File: src/rtl/pipe_ctrl_pkg.sv
// pipe_ctrl_pkg: shared definitions for the pipeline sequencing controller.
// Holds stall-vector constants, excepttype codes, redirect vectors, the FSM
// state encoding and the redirect-target helper.
package pipe_ctrl_pkg;

  localparam int unsigned XLEN    = 32;
  localparam int unsigned STALL_W = 6;
  localparam int unsigned CNT_W   = 6;

  // Redirect vectors
  localparam logic [XLEN-1:0] INT_VECTOR = 32'h0000_0020;
  localparam logic [XLEN-1:0] EXC_VECTOR = 32'h0000_0040;
  localparam logic [XLEN-1:0] NEW_PC_RST = 32'h0000_0000;

  // Stall vectors: bit0 PC, bit1 IF/ID, bit2 ID, bit3 EX, bit4 MEM, bit5 WB
  localparam logic [STALL_W-1:0] STALL_NONE = 6'b000000;
  localparam logic [STALL_W-1:0] STALL_IF   = 6'b000011;
  localparam logic [STALL_W-1:0] STALL_ID   = 6'b000111;
  localparam logic [STALL_W-1:0] STALL_EX   = 6'b001111;
  localparam logic [STALL_W-1:0] STALL_MEM  = 6'b011111;
  localparam logic [STALL_W-1:0] STALL_ALL  = 6'b111111;

  // excepttype codes
  localparam logic [XLEN-1:0] EXC_NONE         = 32'h0;
  localparam logic [XLEN-1:0] EXC_INT          = 32'h1;
  localparam logic [XLEN-1:0] EXC_SYSCALL      = 32'h8;
  localparam logic [XLEN-1:0] EXC_INST_INVALID = 32'ha;
  localparam logic [XLEN-1:0] EXC_OV           = 32'hc;
  localparam logic [XLEN-1:0] EXC_TRAP         = 32'hd;
  localparam logic [XLEN-1:0] EXC_ERET         = 32'he;

  typedef enum logic [1:0] {
    RUN     = 2'd0,
    MC_BUSY = 2'd1,
    FLUSH   = 2'd2
  } state_e;

  // Redirect target for a nonzero exception code
  function automatic logic [XLEN-1:0] redirect_pc(input logic [XLEN-1:0] code,
                                                  input logic [XLEN-1:0] epc);
    logic [XLEN-1:0] pc;
    case (code)
      EXC_INT:          pc = INT_VECTOR;
      EXC_ERET:         pc = epc;
      EXC_SYSCALL,
      EXC_INST_INVALID,
      EXC_OV,
      EXC_TRAP:         pc = EXC_VECTOR;
      default:          pc = EXC_VECTOR;
    endcase
    return pc;
  endfunction

endpackage

File: src/rtl/pipe_ctrl_mc_cnt.sv
// pipe_ctrl_mc_cnt: load/hold/decrement counter for multi-cycle EX ops.
// Ports: clk, rst (async active-low), clr (clear), load/load_val (start
// value), dec (decrement enable), zero_c (combinational strobe: this
// decrement takes the count from 1 to 0).
module pipe_ctrl_mc_cnt
  import pipe_ctrl_pkg::*;
(
  input  logic             clk,
  input  logic             rst,
  input  logic             clr,
  input  logic             load,
  input  logic [CNT_W-1:0] load_val,
  input  logic             dec,
  output logic             zero_c
);

  logic [CNT_W-1:0] cnt;

  // Clear has priority over load; decrement saturates at zero
  always_ff @(posedge clk or negedge rst) begin
    if (!rst) begin
      cnt <= '0;
    end else if (clr) begin
      cnt <= '0;
    end else if (load) begin
      cnt <= load_val;
    end else if (dec && (cnt != '0)) begin
      cnt <= cnt - CNT_W'(1);
    end
  end

  assign zero_c = dec && (cnt == CNT_W'(1));

endmodule

File: src/rtl/pipe_ctrl.sv
// pipe_ctrl: pipeline sequencing controller for the five-stage core.
// Arbitrates stall requests into a per-stage stall vector, tracks multi-cycle
// EX ops and runs the one-cycle exception flush with redirect.
// Ports: clk, rst (async active-low), stallreq_from_{if,id,mem},
// ex_mc_start/ex_mc_len (multi-cycle op), excepttype, cp0_epc;
// stall (combinational), flush, new_pc, ex_mc_done, ex_mc_abort (registered).
// Build option: PIPE_CTRL_MC_EN enables multi-cycle tracking (MC_BUSY and
// counter); without it ex_mc_start/ex_mc_len are ignored and the pulses are 0.
module pipe_ctrl
  import pipe_ctrl_pkg::*;
(
  input  logic               clk,
  input  logic               rst,
  input  logic               stallreq_from_if,
  input  logic               stallreq_from_id,
  input  logic               stallreq_from_mem,
  input  logic               ex_mc_start,
  input  logic [CNT_W-1:0]   ex_mc_len,
  input  logic [XLEN-1:0]    excepttype,
  input  logic [XLEN-1:0]    cp0_epc,
  output logic [STALL_W-1:0] stall,
  output logic               flush,
  output logic [XLEN-1:0]    new_pc,
  output logic               ex_mc_done,
  output logic               ex_mc_abort
);

  state_e          state, state_nxt;
  logic            exc_pend;
  logic            flush_nxt, done_nxt, abort_nxt;
  logic [XLEN-1:0] new_pc_nxt;
  logic            mc_start, mc_long, mc_zero;

  // FLUSH clears the stage holding the exception, so its code is ignored there
  assign exc_pend = (excepttype != EXC_NONE) && (state != FLUSH);

`ifdef PIPE_CTRL_MC_EN
  logic mc_load, mc_dec, mc_clr;

  assign mc_start = ex_mc_start;
  assign mc_long  = ex_mc_len > CNT_W'(1);
  assign mc_load  = (state == RUN) && !exc_pend && ex_mc_start && mc_long;
  assign mc_dec   = (state == MC_BUSY) && !exc_pend && !stallreq_from_mem;
  assign mc_clr   = (state == MC_BUSY) && exc_pend;

  pipe_ctrl_mc_cnt u_mc_cnt (
    .clk      (clk),
    .rst      (rst),
    .clr      (mc_clr),
    .load     (mc_load),
    .load_val (ex_mc_len - CNT_W'(1)),
    .dec      (mc_dec),
    .zero_c   (mc_zero)
  );
`else
  logic unused_mc;

  assign mc_start  = 1'b0;
  assign mc_long   = 1'b0;
  assign mc_zero   = 1'b0;
  assign unused_mc = ^{ex_mc_start, ex_mc_len};
`endif

  // Stall arbitration; the flush cycle and reset never hold the pipe
  always_comb begin
    stall = STALL_NONE;
    if (!rst || (state == FLUSH)) begin
      stall = STALL_NONE;
    end else if (exc_pend) begin
      stall = STALL_ALL;
    end else if (stallreq_from_mem) begin
      stall = STALL_MEM;
    end else if ((state == MC_BUSY) || mc_start) begin
      stall = STALL_EX;
    end else if (stallreq_from_id) begin
      stall = STALL_ID;
    end else if (stallreq_from_if) begin
      stall = STALL_IF;
    end
  end

  // Next-state and registered-output decode
  always_comb begin
    state_nxt  = state;
    flush_nxt  = 1'b0;
    done_nxt   = 1'b0;
    abort_nxt  = 1'b0;
    new_pc_nxt = new_pc;
    case (state)
      RUN: begin
        if (exc_pend) begin
          state_nxt  = FLUSH;
          flush_nxt  = 1'b1;
          new_pc_nxt = redirect_pc(excepttype, cp0_epc);
        end else if (mc_start) begin
          // Length 0 or 1 completes without leaving RUN
          if (mc_long) state_nxt = MC_BUSY;
          else         done_nxt  = 1'b1;
        end
      end
      MC_BUSY: begin
        if (exc_pend) begin
          state_nxt  = FLUSH;
          flush_nxt  = 1'b1;
          abort_nxt  = 1'b1;
          new_pc_nxt = redirect_pc(excepttype, cp0_epc);
        end else if (mc_zero) begin
          state_nxt = RUN;
          done_nxt  = 1'b1;
        end
      end
      FLUSH:   state_nxt = RUN;
      default: state_nxt = RUN;
    endcase
  end

  // State and output registers
  always_ff @(posedge clk or negedge rst) begin
    if (!rst) begin
      state       <= RUN;
      flush       <= 1'b0;
      new_pc      <= NEW_PC_RST;
      ex_mc_done  <= 1'b0;
      ex_mc_abort <= 1'b0;
    end else begin
      state       <= state_nxt;
      flush       <= flush_nxt;
      new_pc      <= new_pc_nxt;
      ex_mc_done  <= done_nxt;
      ex_mc_abort <= abort_nxt;
    end
  end

endmodule

File: config.mk
export PLATFORM = sky130hd
export DESIGN_NAME = pipe_ctrl
export DESIGN_NICKNAME = d
export VERILOG_FILES = /design/src/rtl/pipe_ctrl_pkg.sv /design/src/rtl/pipe_ctrl_mc_cnt.sv /design/src/rtl/pipe_ctrl.sv
export SDC_FILE = /design/constraint.sdc
export NUM_CORES = 1
export LEC_CHECK = 0
export BUFFER_PORTS_ARGS = -buffer_cell sky130_fd_sc_hd__clkbuf_2
export CORE_MARGIN = 10
export CORE_UTILIZATION = 39
export CTS_CLUSTER_DIAMETER = 80
export DETAILED_ROUTE_END_ITERATION = 12
export PLACE_DENSITY = 0.85
export SLEW_MARGIN = 20
export SYNTH_ARGS = -nofsm -noshare
export SYNTH_HDL_FRONTEND = slang
export SYNTH_SLANG_ARGS = --single-unit
File: constraint.sdc
create_clock -name clk -period 1.8 [get_ports clk]
set_clock_uncertainty 0.15 [all_clocks]
set_input_delay 0.09 -clock clk [delete_from_list [all_inputs] [get_ports clk]]
set_output_delay 0.09 -clock clk [all_outputs]
set_load 0.01 [all_outputs]
## Word-level counts from Yosys, hierarchy flattened

Cells that the tools add are included.

- Equality and inequality tests: 6
- Muxes and demuxes: 12
- Reduce and logical (&&, ||, !) cells: 7

Operators with widths:

| cell | count |
|---|---|
| $pmux 32 s2 | 1 |
| $eq 32x1->1 const B | 1 |
| $eq 32x4->1 const B | 1 |
| $reduce_bool 32->1 | 1 |
| $mux 6 | 4 |
| $mux 2 | 3 |
| $mux 1 | 3 |
| $mux 3 | 1 |
| $eq 2x1->1 const B | 1 |
| $eq 2x2->1 const B | 1 |
| $logic_not 2->1 | 1 |
| $ne 2x1->1 const B | 1 |
| $ne 2x2->1 const B | 1 |
| $reduce_and 2->1 | 1 |
| $reduce_or 2->1 | 1 |
| $logic_and 1x1->1 | 1 |
| $logic_not 1->1 | 1 |
| $logic_or 1x1->1 | 1 |

- Bits in registers: 36
- Output and inout port bits: 41
- Logic and storage cells: 29

## Logic depth before layout (Yosys ltp)

- Depth in word-level cells: 6
- Depth in mapped cells: 5
- Gate-level depth less buffers: 4

## Least setup slack after synthesis

No wires, ideal clock.

- Path kind: input-to-reg
- Start point: in excepttype[6]
- End point: reg new_pc[6]
- Setup time: 125 ps
- Arrival: 1212 ps
- Setup slack: 313 ps
- Stages on the path: 4
- Cell sequence: nor4_1 > nand3_1 > or3_1 > mux2_2

- Word-level cells in the longest chain between the ends: 3
- Elaborated cells on any way between the ends: 6

Ends and longest elaborated chain:

| what | line | RTL |
|---|---|---|
| from (decl) | pipe_ctrl.sv:19 | `input logic [XLEN-1:0] excepttype,` |
| parallel branches: the longest is 3 deep, another holds $eq 32x4->1 | - |  |
| to (signal assigned) | pipe_ctrl.sv:128 | `new_pc <= new_pc_nxt;` |
| to (decl) | pipe_ctrl.sv:23 | `output logic [XLEN-1:0] new_pc,` |

Several ways; the timed one is not identified.
A chain may end at the register's enable or synchronous reset.

## Final worst setup path

- Start point: in excepttype[5]
- End point: out stall[1]

- Word-level cells in the longest chain between the ends: 4

Ends and longest elaborated chain:

| what | line | RTL |
|---|---|---|
| $reduce_bool 32->1 | pipe_ctrl.sv:35 | `assign exc_pend = (excepttype != EXC_NONE) && (state != FLUSH);` |
| $logic_and 1x1->1 | pipe_ctrl.sv:35 |  |
| $mux 6 | pipe_ctrl.sv:69 | `end else if (exc_pend) begin` |
| $mux 6 | pipe_ctrl.sv:67 | `if (!rst \|\| (state == FLUSH)) begin` |
| to (decl) | pipe_ctrl.sv:21 | `output logic [STALL_W-1:0] stall,` |

No other way between the ends.

==> metrics.md <==
| Metric | Value |
|---|---|
| Synth Area per Inst | `~14 sq um` |
| Post-CTS Hold Fix Bufs | `31` |
| Yosys reg bits | `34` |
| Post-synthesis compound-gate area fraction | `0.206` |
| Tmin final | `1.58 ns` |
| Fmax | `around 630 MHz` |
| Post-Synth XOR/XNOR Area | `0` |
| Setup bufs post-CTS | `0` |
| Clock power frac | `0.413` |
| Core area | `approximately 3700 sq um` |
| Critical Path Fanout Max | `3` |
| Clk Latency, worst-skew pair | `around 0.28 ns` |
| Max Cap Viol | `0` |
| Hold Path Stages | `4` |
| Crit Path Category | `input port to output port` |
| Setup tns final | `0 ns` |
| CTS root buf | `clkbuf_8` |
| 1st-iter DRT viols | `79` |
| Drt via density | `5.01` |
| Req. time, crit path | `1.56 ns` |
| Post-synthesis sequential area ratio | `0.572` |
| Cell Count, Final, Fillers Out | `approximately 300` |
| Die H | `about 82 um` |
| Row count | `22` |
| CP Capture Type | `output port` |
| Net Sw Frac | `0.210` |
| Total Wirelength | `5350 um` |
| CP startpoint kind | `input port` |
| NetSw | `0.340 mW` |
| Clk slew on worst S/H paths | `0.07 ns` |
| IR drop worst, VDD | `0.672 mV` |
| First-pass GRT wire length | `just over 8000 um` |
| Cts repair resizes | `0` |
| Final hold violations | `0` |
| Pre-CTS setup slack | `0.101 ns` |
| Synthesized area | `1490 sq um` |
| Final Worst Setup Slack | `0.218 ns` |
| DRC | `0` |
| Area of the die | `6680 sq um` |
| Final nets | `325` |
| Avg WL per Cell | `18.0 um` |
| Routability cong. | `between 0.8 and 0.9` |
| Antenna viol nets, final | `0` |
| Outcome | `complete, no violations` |
| Setup repair after global routing missed its margin | `no` |
| Clock buffer depth | `2` |
| Initial antenna violation count | `0` |
| Largest family of logic cells by synthesized area | `compound AO/OA/AOI/OAI gates` |
| Via count | `1,494` |
| H-tree depth | `2` |
| DR pass1 iterations | `4` |
| Area occupied by multi-input gates | `546 sq um` |
| Reg power frac | `0.471` |
| Syn. warnings | `0` |
| Clk sinks | `34` |
| Initial Util | `0.406` |
| Crit path DAT | `1.34 ns` |
| Area post-placement | `2040 sq um` |
| Final setup fails | `0` |
| Internal | `1.28 mW` |
| Layout Area Growth over Synthesis | `65.7%` |
| Cell count after synthesis | `between 100 and 150` |
| Synth unique cells | `24` |
| Area share of and/or/nand/nor cells after synthesis | `0.148` |
| Filler cells | `274` |
| TritonCTS Buffers | `5` |
| Placed cells | `259` |
| Diode count | `0` |
| DP HPWL | `4020 um` |
| Post-synthesis mux area share | `0.00758` |
| Largest net degree at the start of global routing | `35` |
| Combinational fraction of design power | `0.116` |
| Gr usage total | `0.155` |
| Hold Path Class | `input port to register` |
| Tcrit/Tclk final | `0.879` |
| Finished Cell Area | `between 2000 and 2500 sq um` |
| Die X-Extent | `81.7 um` |
| # IOs | `117` |
| Adder-cell share of the synthesized area | `0` |
| Max-slew violation count | `0` |
| Port Buffer Count | `107` |
| Pwr Density | `around 660 nW/um^2` |
| Static Leakage | `1.32 nW` |
| Sequential cell area | `851 sq um` |
| Share of cells above drive strength 1 | `0.520` |
| GRT overflow | `0` |
| Worst reg2reg path depth | `3` |
| Number of global-route vias before repair | `1,601` |
| CTS tree | `done` |
-- Yosys cell counts --
master / instances / share of area
a21o_1: 1 / 0.0051
a21oi_1: 2 / 0.0067
a22o_1: 30 / 0.18
a22oi_1: 2 / 0.010
and4b_1: 1 / 0.0067
buf_2: 3 / 0.010
buf_4: 4 / 0.020
buf_6: 3 / 0.023
conb_1: 1 / 0.0025
dfrtp_1: 34 / 0.57
inv_1: 2 / 0.0051
inv_2: 2 / 0.0051
mux2_2: 1 / 0.0076
nand2b_1: 1 / 0.0042
nand3_1: 1 / 0.0034
nand4_1: 1 / 0.0042
nand4_4: 1 / 0.014
nor2_1: 4 / 0.010
nor3_1: 2 / 0.0067
nor4_1: 5 / 0.021
nor4_4: 4 / 0.057
nor4b_4: 1 / 0.016
o21bai_2: 1 / 0.0076
or3_1: 1 / 0.0042
-- final timing paths --
path | from | end | slack (ns)
worst max-delay path | excepttype[5] | stall[1] | 0.22
worst max register to register | state[1]$_DFFE_PN0P_ | new_pc[25]$_DFFE_PN0P_ | 0.39
max in group asynchronous | rst | new_pc[30]$_DFFE_PN0P_ | 0.96
worst min-delay path | cp0_epc[5] | new_pc[5]$_DFFE_PN0P_ | 0.15
min in group asynchronous | rst | new_pc[14]$_DFFE_PN0P_ | 0.24
worst min register to register | new_pc[5]$_DFFE_PN0P_ | new_pc[5]$_DFFE_PN0P_ | 0.33
-- layer usage --
layer | wire length, um | global-route usage
met4 | 73 | 0.0510
met3 | 613 | 0.0513
met2 | 2710 | 0.284
met5 | 0 | 0
met1 | 1960 | 0.163
-- layout by cell type, fill, tap and decap left out, types with 2 or more instances in the layout --
| master | count |
|---|---|
| nor4_4 | 4 |
| nor2_1 | 4 |
| inv_2 | 2 |
| clkinv_2 | 2 |
| buf_4 | 5 |
| dfrtp_1 | 34 |
| nor4_1 | 5 |
| clkbuf_2 | 107 |
| dlygate4sd3_1 | 31 |
| clkbuf_8 | 5 |
| inv_1 | 2 |
| nor3_1 | 2 |
| conb_1 | 2 |
| a22o_1 | 30 |
| a21oi_1 | 2 |
| a22oi_1 | 2 |
-- stage by stage --
stage / total power, mW / utilization / hold slack [ns]
2_1_floorplan: 0.807 / - / -0.356
3_3_place_gp: 0.908 / 0.558 / 0.00957
3_5_place_dp: 0.912 / 0.558 / 0.0169
4_1_cts: 1.64 / 0.673 / 0.152
5_1_grt: 1.69 / 0.673 / 0.188
6_report: 1.62 / 0.673 / 0.150
-- worst max-delay path, cell delays in order --
cell      delay, ns
clkbuf_2       0.08
nor4_1         0.35
nand4_1        0.23
nor3_1         0.30
a21oi_1        0.14
clkbuf_2       0.15
-- sequential cells by signal, summed over array words and instances (netlist names) --
register and cells:
flush 1, state 1, new_pc 32
-- kinds of logic (layout without fill, tap and decap cells) --
kind of cell	count (synthesis)	in the layout
AO/OA/AOI/OAI	36	36
buffers and inverters	14	155
flip-flops	34	34
multiplexers	1	1
other	1	2
AND/OR/NAND/NOR	22	22
-- power groups by stage --
stage	logic (mW)	clock network, mW	registers (mW)
floorplan	0.0285	0	0.779
global placement	0.130	0	0.778
detailed placement	0.134	0	0.778
CTS	0.187	0.687	0.764
global route	0.206	0.725	0.763
finish	0.188	0.671	0.764
-- cell type report --
class / instances / share of cell area
clock buffer: 5 / 0.0279
tap: 48 / 0.0244
timing repair buffer: 143 / 0.359
inverter: 4 / 0.00609
clock inverter: 3 / 0.0163
sequential: 34 / 0.345
multi-input combinational: 61 / 0.221
Note: power is estimated with default switching activity, not from simulation.
